$ cat src/rtl/seq_mult_unit.sv
// Shift-add sequential multiplier with signed/unsigned mode, optional early termination,
// and valid/ready handshakes on both the operand and the product side.
//
// state | meaning
// IDLE  | waiting for start; in_ready high
// RUN   | one shift-add iteration per cycle
// FIX   | apply sign to accumulator, latch product and run_cycles
// DONE  | product_valid high until product_ready
module seq_mult_unit #(
  parameter int WIDTH      = 8,
  parameter bit EARLY_TERM = 1'b1
) (
  input  logic                         clk,
  input  logic                         rst_n,
  input  logic                         start,
  input  logic                         signed_mode,
  input  logic [WIDTH-1:0]             multiplicand,
  input  logic [WIDTH-1:0]             multiplier,
  output logic                         in_ready,
  output logic                         busy,
  output logic [2*WIDTH-1:0]           product,
  output logic                         product_valid,
  input  logic                         product_ready,
  output logic [$clog2(WIDTH+1)-1:0]   run_cycles
);

  localparam int PW = 2 * WIDTH;
  localparam int CW = $clog2(WIDTH + 1);

  typedef enum logic [1:0] {S_IDLE, S_RUN, S_FIX, S_DONE} state_t;

  state_t          state_q, state_d;
  logic [PW-1:0]   acc_q, acc_d;
  logic [PW-1:0]   md_q, md_d;
  logic [WIDTH-1:0] mr_q, mr_d;
  logic [CW-1:0]   cnt_q, cnt_d;
  logic            neg_q, neg_d;
  logic [PW-1:0]   product_q, product_d;
  logic [CW-1:0]   run_cycles_q, run_cycles_d;

  logic [WIDTH-1:0] mag_a, mag_b;
  logic [WIDTH-1:0] mr_next;
  logic [CW-1:0]    cnt_next;

  // Negating -2^(WIDTH-1) wraps back to 2^(WIDTH-1), which is the correct unsigned magnitude.
  assign mag_a    = (signed_mode && multiplicand[WIDTH-1]) ? -multiplicand : multiplicand;
  assign mag_b    = (signed_mode && multiplier[WIDTH-1])   ? -multiplier   : multiplier;
  assign mr_next  = mr_q >> 1;
  assign cnt_next = cnt_q + CW'(1);

  always_comb begin
    state_d      = state_q;
    acc_d        = acc_q;
    md_d         = md_q;
    mr_d         = mr_q;
    cnt_d        = cnt_q;
    neg_d        = neg_q;
    product_d    = product_q;
    run_cycles_d = run_cycles_q;
    case (state_q)
      S_IDLE: begin
        if (start) begin
          acc_d   = '0;
          md_d    = {{WIDTH{1'b0}}, mag_a};
          mr_d    = mag_b;
          cnt_d   = '0;
          neg_d   = signed_mode & (multiplicand[WIDTH-1] ^ multiplier[WIDTH-1]);
          state_d = (EARLY_TERM && (mag_b == '0)) ? S_FIX : S_RUN;
        end
      end
      S_RUN: begin
        if (mr_q[0]) acc_d = acc_q + md_q;
        md_d  = md_q << 1;
        mr_d  = mr_next;
        cnt_d = cnt_next;
        if (EARLY_TERM ? (mr_next == '0) : (cnt_next == CW'(WIDTH)))
          state_d = S_FIX;
      end
      S_FIX: begin
        product_d    = neg_q ? -acc_q : acc_q;
        run_cycles_d = cnt_q;
        state_d      = S_DONE;
      end
      S_DONE: begin
        if (product_ready) state_d = S_IDLE;
      end
      default: state_d = S_IDLE;
    endcase
  end

  always_ff @(posedge clk or negedge rst_n) begin
    if (!rst_n) begin
      state_q      <= S_IDLE;
      acc_q        <= '0;
      md_q         <= '0;
      mr_q         <= '0;
      cnt_q        <= '0;
      neg_q        <= 1'b0;
      product_q    <= '0;
      run_cycles_q <= '0;
    end else begin
      state_q      <= state_d;
      acc_q        <= acc_d;
      md_q         <= md_d;
      mr_q         <= mr_d;
      cnt_q        <= cnt_d;
      neg_q        <= neg_d;
      product_q    <= product_d;
      run_cycles_q <= run_cycles_d;
    end
  end

  assign in_ready      = (state_q == S_IDLE);
  assign busy          = (state_q != S_IDLE);
  assign product_valid = (state_q == S_DONE);
  assign product       = product_q;
  assign run_cycles    = run_cycles_q;

endmodule

$ cat config.mk
export PLATFORM = sky130hd
export DESIGN_NAME = seq_mult_unit
export DESIGN_NICKNAME = d
export VERILOG_FILES = /design/src/rtl/seq_mult_unit.sv
export SDC_FILE = /design/constraint.sdc
export NUM_CORES = 1
export LEC_CHECK = 0
export ABC_AREA = 1
export CORE_MARGIN = 8
export CORE_UTILIZATION = 50
export CTS_CLUSTER_SIZE = 40
export DETAILED_ROUTE_END_ITERATION = 16
export MAX_ROUTING_LAYER = met4
export PLACE_DENSITY = 0.76
export SLEW_MARGIN = 25
export SYNTH_ARGS = -nofsm -noshare
export SYNTH_HDL_FRONTEND = slang
export SYNTH_SLANG_ARGS = --single-unit
$ cat constraint.sdc
create_clock -name clk -period 1.8 [get_ports clk]
set_input_delay 0.54 -clock clk [delete_from_list [all_inputs] [get_ports clk]]
set_output_delay 0.54 -clock clk [all_outputs]
set_load 0.05 [all_outputs]
# Word level (Yosys, flattened, before mapping)

Cells that the tools add are included.

Flip-flop bits (word level): 67
Output and inout bits: 23
Input bits: 21

Muxes and demuxes: 17
Reduce and logical (&&, ||, !) cells: 11
Bitwise operators: 2
Eq/ne operators: 7
$add $sub $neg: 5

Operators with widths:

| kind                  | number |
|---|---|
| $mux W16              | 4 |
| $pmux W16 S2          | 2 |
| $mux W8               | 3 |
| $add A16 B16 Y16      | 1 |
| $logic_not A8 Y1      | 2 |
| $neg A16 Y16          | 1 |
| $neg A8 Y8            | 2 |
| $pmux W8 S2           | 1 |
| $mux W2               | 4 |
| $pmux W2 S4           | 1 |
| $pmux W4 S2           | 1 |
| $ne A2 B2 Y1 const B  | 3 |
| $reduce_and A3 Y1     | 2 |
| $add A4 B1 Y4 const B | 1 |
| $eq A2 B2 Y1 const B  | 2 |
| $mux W4               | 1 |
| $reduce_and A2 Y1     | 2 |
| $reduce_bool A2 Y1    | 2 |
| $eq A2 B1 Y1 const B  | 1 |
| $logic_and A1 B1 Y1   | 2 |
| $logic_not A2 Y1      | 1 |
| $ne A2 B1 Y1 const B  | 1 |
| $and A1 B1 Y1         | 1 |
| $xor A1 B1 Y1         | 1 |

# Depth between registers and ports, before layout

Depth after elaboration: 6
Mapped depth: 13
Depth with buffers taken out: 13

# Least setup slack after synthesis

OpenSTA, ideal clock, no wires.

Kind: reg-to-reg
From: reg state_q[0]
To: reg acc_q[4]
Arrival time: 2.014 ns
Cell stages (with the launch flop): 11
Setup slack: -0.335 ns
Setup time: 0.121 ns
Cells stage by stage: dfrtp_1 inv_1 ha_1 inv_2 nor2_4 nor2_8 inv_4 nor2_4 buf_6 nand3_1 o21ai_1

Longest elaborated chain between the ends: 3
Elaborated cells on any way between the ends: 7
Those cells by class: 3 x eq/ne; 1 x mux; 3 x reduce/logical

Ends and longest elaborated chain:

| what                                                         | RTL line | RTL |
|---|---|---|
| from (decl)                                                  | 32       | `state_t state_q, state_d;` |
| from (signal assigned)                                       | 102      | `state_q <= state_d;` |
| $logic_not A2 Y1 *                                           | --       |  |
| via in_ready                                                 | 19       | `output logic in_ready,` |
| $ne A2 B2 Y1 (no line) or $reduce_bool A2 Y1 (tied branches) | --       |  |
| $reduce_and A3 Y1 (no line)                                  | --       |  |
| to (signal assigned)                                         | 94       | `acc_q <= '0;` |
| to (signal assigned)                                         | 103      | `acc_q <= acc_d;` |
| to (decl)                                                    | 33       | `logic [PW-1:0] acc_q, acc_d;` |

The timed path passes the listed nets; every way through them passes the cells marked *.
A chain may end at the register's enable or synchronous reset.

# Final worst setup path

From: reg state_q[0]
To: out busy

Longest elaborated chain between the ends: 1

Ends and longest elaborated chain:

| what               | RTL line | RTL |
|---|---|---|
| $reduce_bool A2 Y1 | 114      | `assign busy = (state_q != S_IDLE);` |
| to (decl)          | 20       | `output logic busy,` |

Every way passes these cells.

==> results.toml <==
[timing]
final_max_slew_viol_count = 0
worst_pin_slew_ns = 0.452
period_share_pct = 99.3
hold_ws_ns = 0.170
setup_viol = 0
fin_worst_skew_ns = 0.0113
fin_tns_setup_ns = 0
slew_headroom_pct = 69.6
rsz0062_at_grt = "yes"
final_hold_viol_count = 0
max_freq_mhz = 560
min_period_ns = 1.79

[yosys]
yosysMostFrequentCell = "nand2_1"
async_flop_share_pct = 100
synth.top_cell.area_share_pct = 37.8
yosys_warnings = 0
synthSimpleGateAreaFrac_pct = 28.2
synthTopCellsByArea = "dfrtp_1, nand2_1, inv_1"
synth_flop_cell = "dfrtp_1"
synth_compound_area_share_pct = 14.9
syn_avg_cell_area_um2 = 7.07
ys_top_cells_by_count = "nand2_1, inv_1, dfrtp_1, nor2_1, nand3_1"
ys_types = 37
synth_nets = 673
ys_seq_elements = 67
synth_edf_count = 0
synth-adder-area-share_pct = 6.94
synth_top_family_by_area = "simple AND/OR/NAND/NOR gates"
synth-seq-area-share_pct = 37.8
synthMuxAreaShare_pct = 0
synth_area_um2 = 4440
yosysTopAreaCell = "dfrtp_1"
synthCells = 628
synth-xor-area-share_pct = 1.97

[worst_setup_path]
crit_required_ns = 1.26
worst-setup-path-type = "register to output port"
reg2reg_slack_ns = 0.02
r2r_end = "acc_q[4]$_DFFE_PN0P_"
worstPathMaxFanout = 4
start_kind = "register"
cp.arrival_ns = 1.25
endpoint_kind = "output port"
r2r_cells = 9
r2r-start = "md_q[0]$_DFFE_PN0P_"

[drt]
via_per_inst = 5.29
wire_per_inst_um = 13.9
ant_nets = 0
dr.pass1.iters = 5
drc = 0
vias = 4473
first_iter_violations = 319
routed_wl_um = 11800

[placed_design]
dpl.hpwl_um = 8930
dp_cells = 825
place_congestion = 0.893
numPortBuffers = 43

[die]
fp.dieH_um = 110
start_util_pct = 51.1
die_x_um = 110
die_area_um2 = 12100
coreArea_um2 = 8680
rows = 34
io_pins = 44

[global_route]
grt_pass1_wl_um = 18900
grt_start_max_net_pins = 68
grt_use_total_pct = 20.2
first_global_vias = 4136
grt-ovfl-total = 0
antenna_found_initial = 0

[cts]
cts_buffers = 9
cts.clk_slew.worst_paths_ns = 0.07
htree_num_levels = 3
clk_path_buf_depth = 2
clockRootBuffer = "clkbuf_8"
clkLatencyLatePin_ns = 0.35
clkSinkCount = 67
holdBufCountCts = 0
cts_tree = "yes"

[pwr]
ir_drop_uv = 553
leakage_nw = 3.06
power_mw = 10.8
power_density_nw_per_um2 = 1820

[layout]
fillerInstances = 734
drive_above_1_share_pct = 21.3
n_antenna_cell = 0
stdcell_count = 846
nets = 778
area_delta_synth_final_pct = 33.7

[outcome]
status = "finished clean"

[job]
drv_cap = 0

[hold_path]
hold_path_class = "primary input to asynchronous set/reset pin"
[power by group]
| part | internal [mW] | switching (mW) |
|---|---|---|
| clock network | 0.487 | 0.588 |
| registers | 2.16 | 0.553 |
| logic | 2.89 | 4.13 |
| total | 5.54 | 5.27 |
[cell type report]
cell class	count	area [um^2]	share of cell area, %
flip-flops and latches	67	1680	28.3
inverters	96	373	6.28
clock buffers	10	128	2.15
clock inverters	6	32.5	0.548
multi-input cells	452	2480	41.8
repair buffers	107	1110	18.6
well taps	108	135	2.28
[worst max-delay path, cell delays in order, from the launching register on]
cell and delay, ns:
dfrtp_1 0.43, inv_2 0.08, ha_4 0.19, inv_6 0.08, buf_12 0.13
[kinds of logic after synthesis]
| kind of cell | after synthesis |
|---|---|
| and+or+nand+nor | 300 |
| xor gates and xnor gates | 10 |
| AOI/OAI and AO/OA | 118 |
| adders and majority gates | 24 |
| buffers and inverters | 109 |
| DFF | 67 |
[cells in the final DEF, fill, tap and decap left out, types with 2 or more instances in the layout]
master	synthesis	final
nand3_2	0	7
ha_2	0	5
ha_1	23	15
clkbuf_8	0	9
nor2_1	51	48
a21oi_1	34	31
o211ai_1	4	4
inv_4	2	3
nor2_4	2	4
nand4_1	6	6
ha_4	0	3
dfrtp_1	67	67
inv_2	5	8
o21ai_4	1	2
buf_12	0	20
a21oi_2	2	5
clkdlybuf4s50_1	0	19
and2_1	2	2
buf_4	2	65
o21ai_2	1	3
clkinv_2	0	5
nand3_1	44	36
o21ai_0	40	39
buf_6	3	2
inv_1	89	84
xor2_1	9	9
nand2_1	186	183
nor3_2	0	2
nor2_2	1	2
nand2_2	1	3
o22ai_1	11	11
nand3b_1	3	3
o21ai_1	16	14
a31oi_1	5	5
[sequential cells by signal, summed over array words and instances (netlist names)]
| signal | cells |
|---|---|
| product | 16 |
| md_q | 16 |
| neg_q | 1 |
| state_q | 2 |
| run_cycles | 4 |
| mr_q | 8 |
| cnt_q | 4 |
| acc_q | 16 |
[stage by stage]
stage	utilization, %	instance area, um^2	setup slack [ns]
5_1_grt	68.4	5930	-0.0412
2_1_floorplan	-	4450	0.111
4_1_cts	66.4	5770	-0.0194
3_5_place_dp	64.1	5560	-0.257
6_report	68.4	5930	0.0129
3_3_place_gp	64.1	5560	-0.189
[what timing repair did]
item	CTS	global route
cloned	0	0
setup endpoints to repair	6	16
resized for setup	6	40
buffers inserted	3	2
pin swaps	2	12
[routing by layer]
| metal | GRT usage (%) | wire, um | part of all wire, % |
|---|---|---|---|
| met1 | 27.2 | 5560 | 47 |
| met2 | 30.7 | 5450 | 46 |
| met3 | 1.98 | 542 | 4.6 |
| met4 | 7.61 | 203 | 1.7 |
| met5 | - | 0 | 0 |
[worst max path at each step]
stage                           start                endpoint  cells after the start
2_1_floorplan  state_q[0]$_DFFE_PN0P_    acc_q[4]$_DFFE_PN0P_                     10
3_3_place_gp            multiplier[0]  state_q[0]$_DFFE_PN0P_                     13
3_5_place_dp          multiplicand[0]     md_q[6]$_DFFE_PN0P_                      9
4_1_cts        state_q[1]$_DFFE_PN0P_           product_valid                      3
5_1_grt          acc_q[0]$_DFFE_PN0P_    acc_q[4]$_DFFE_PN0P_                      9
6_report       state_q[0]$_DFFE_PN0P_                    busy                      4
(Power assumes the default switching activity.)
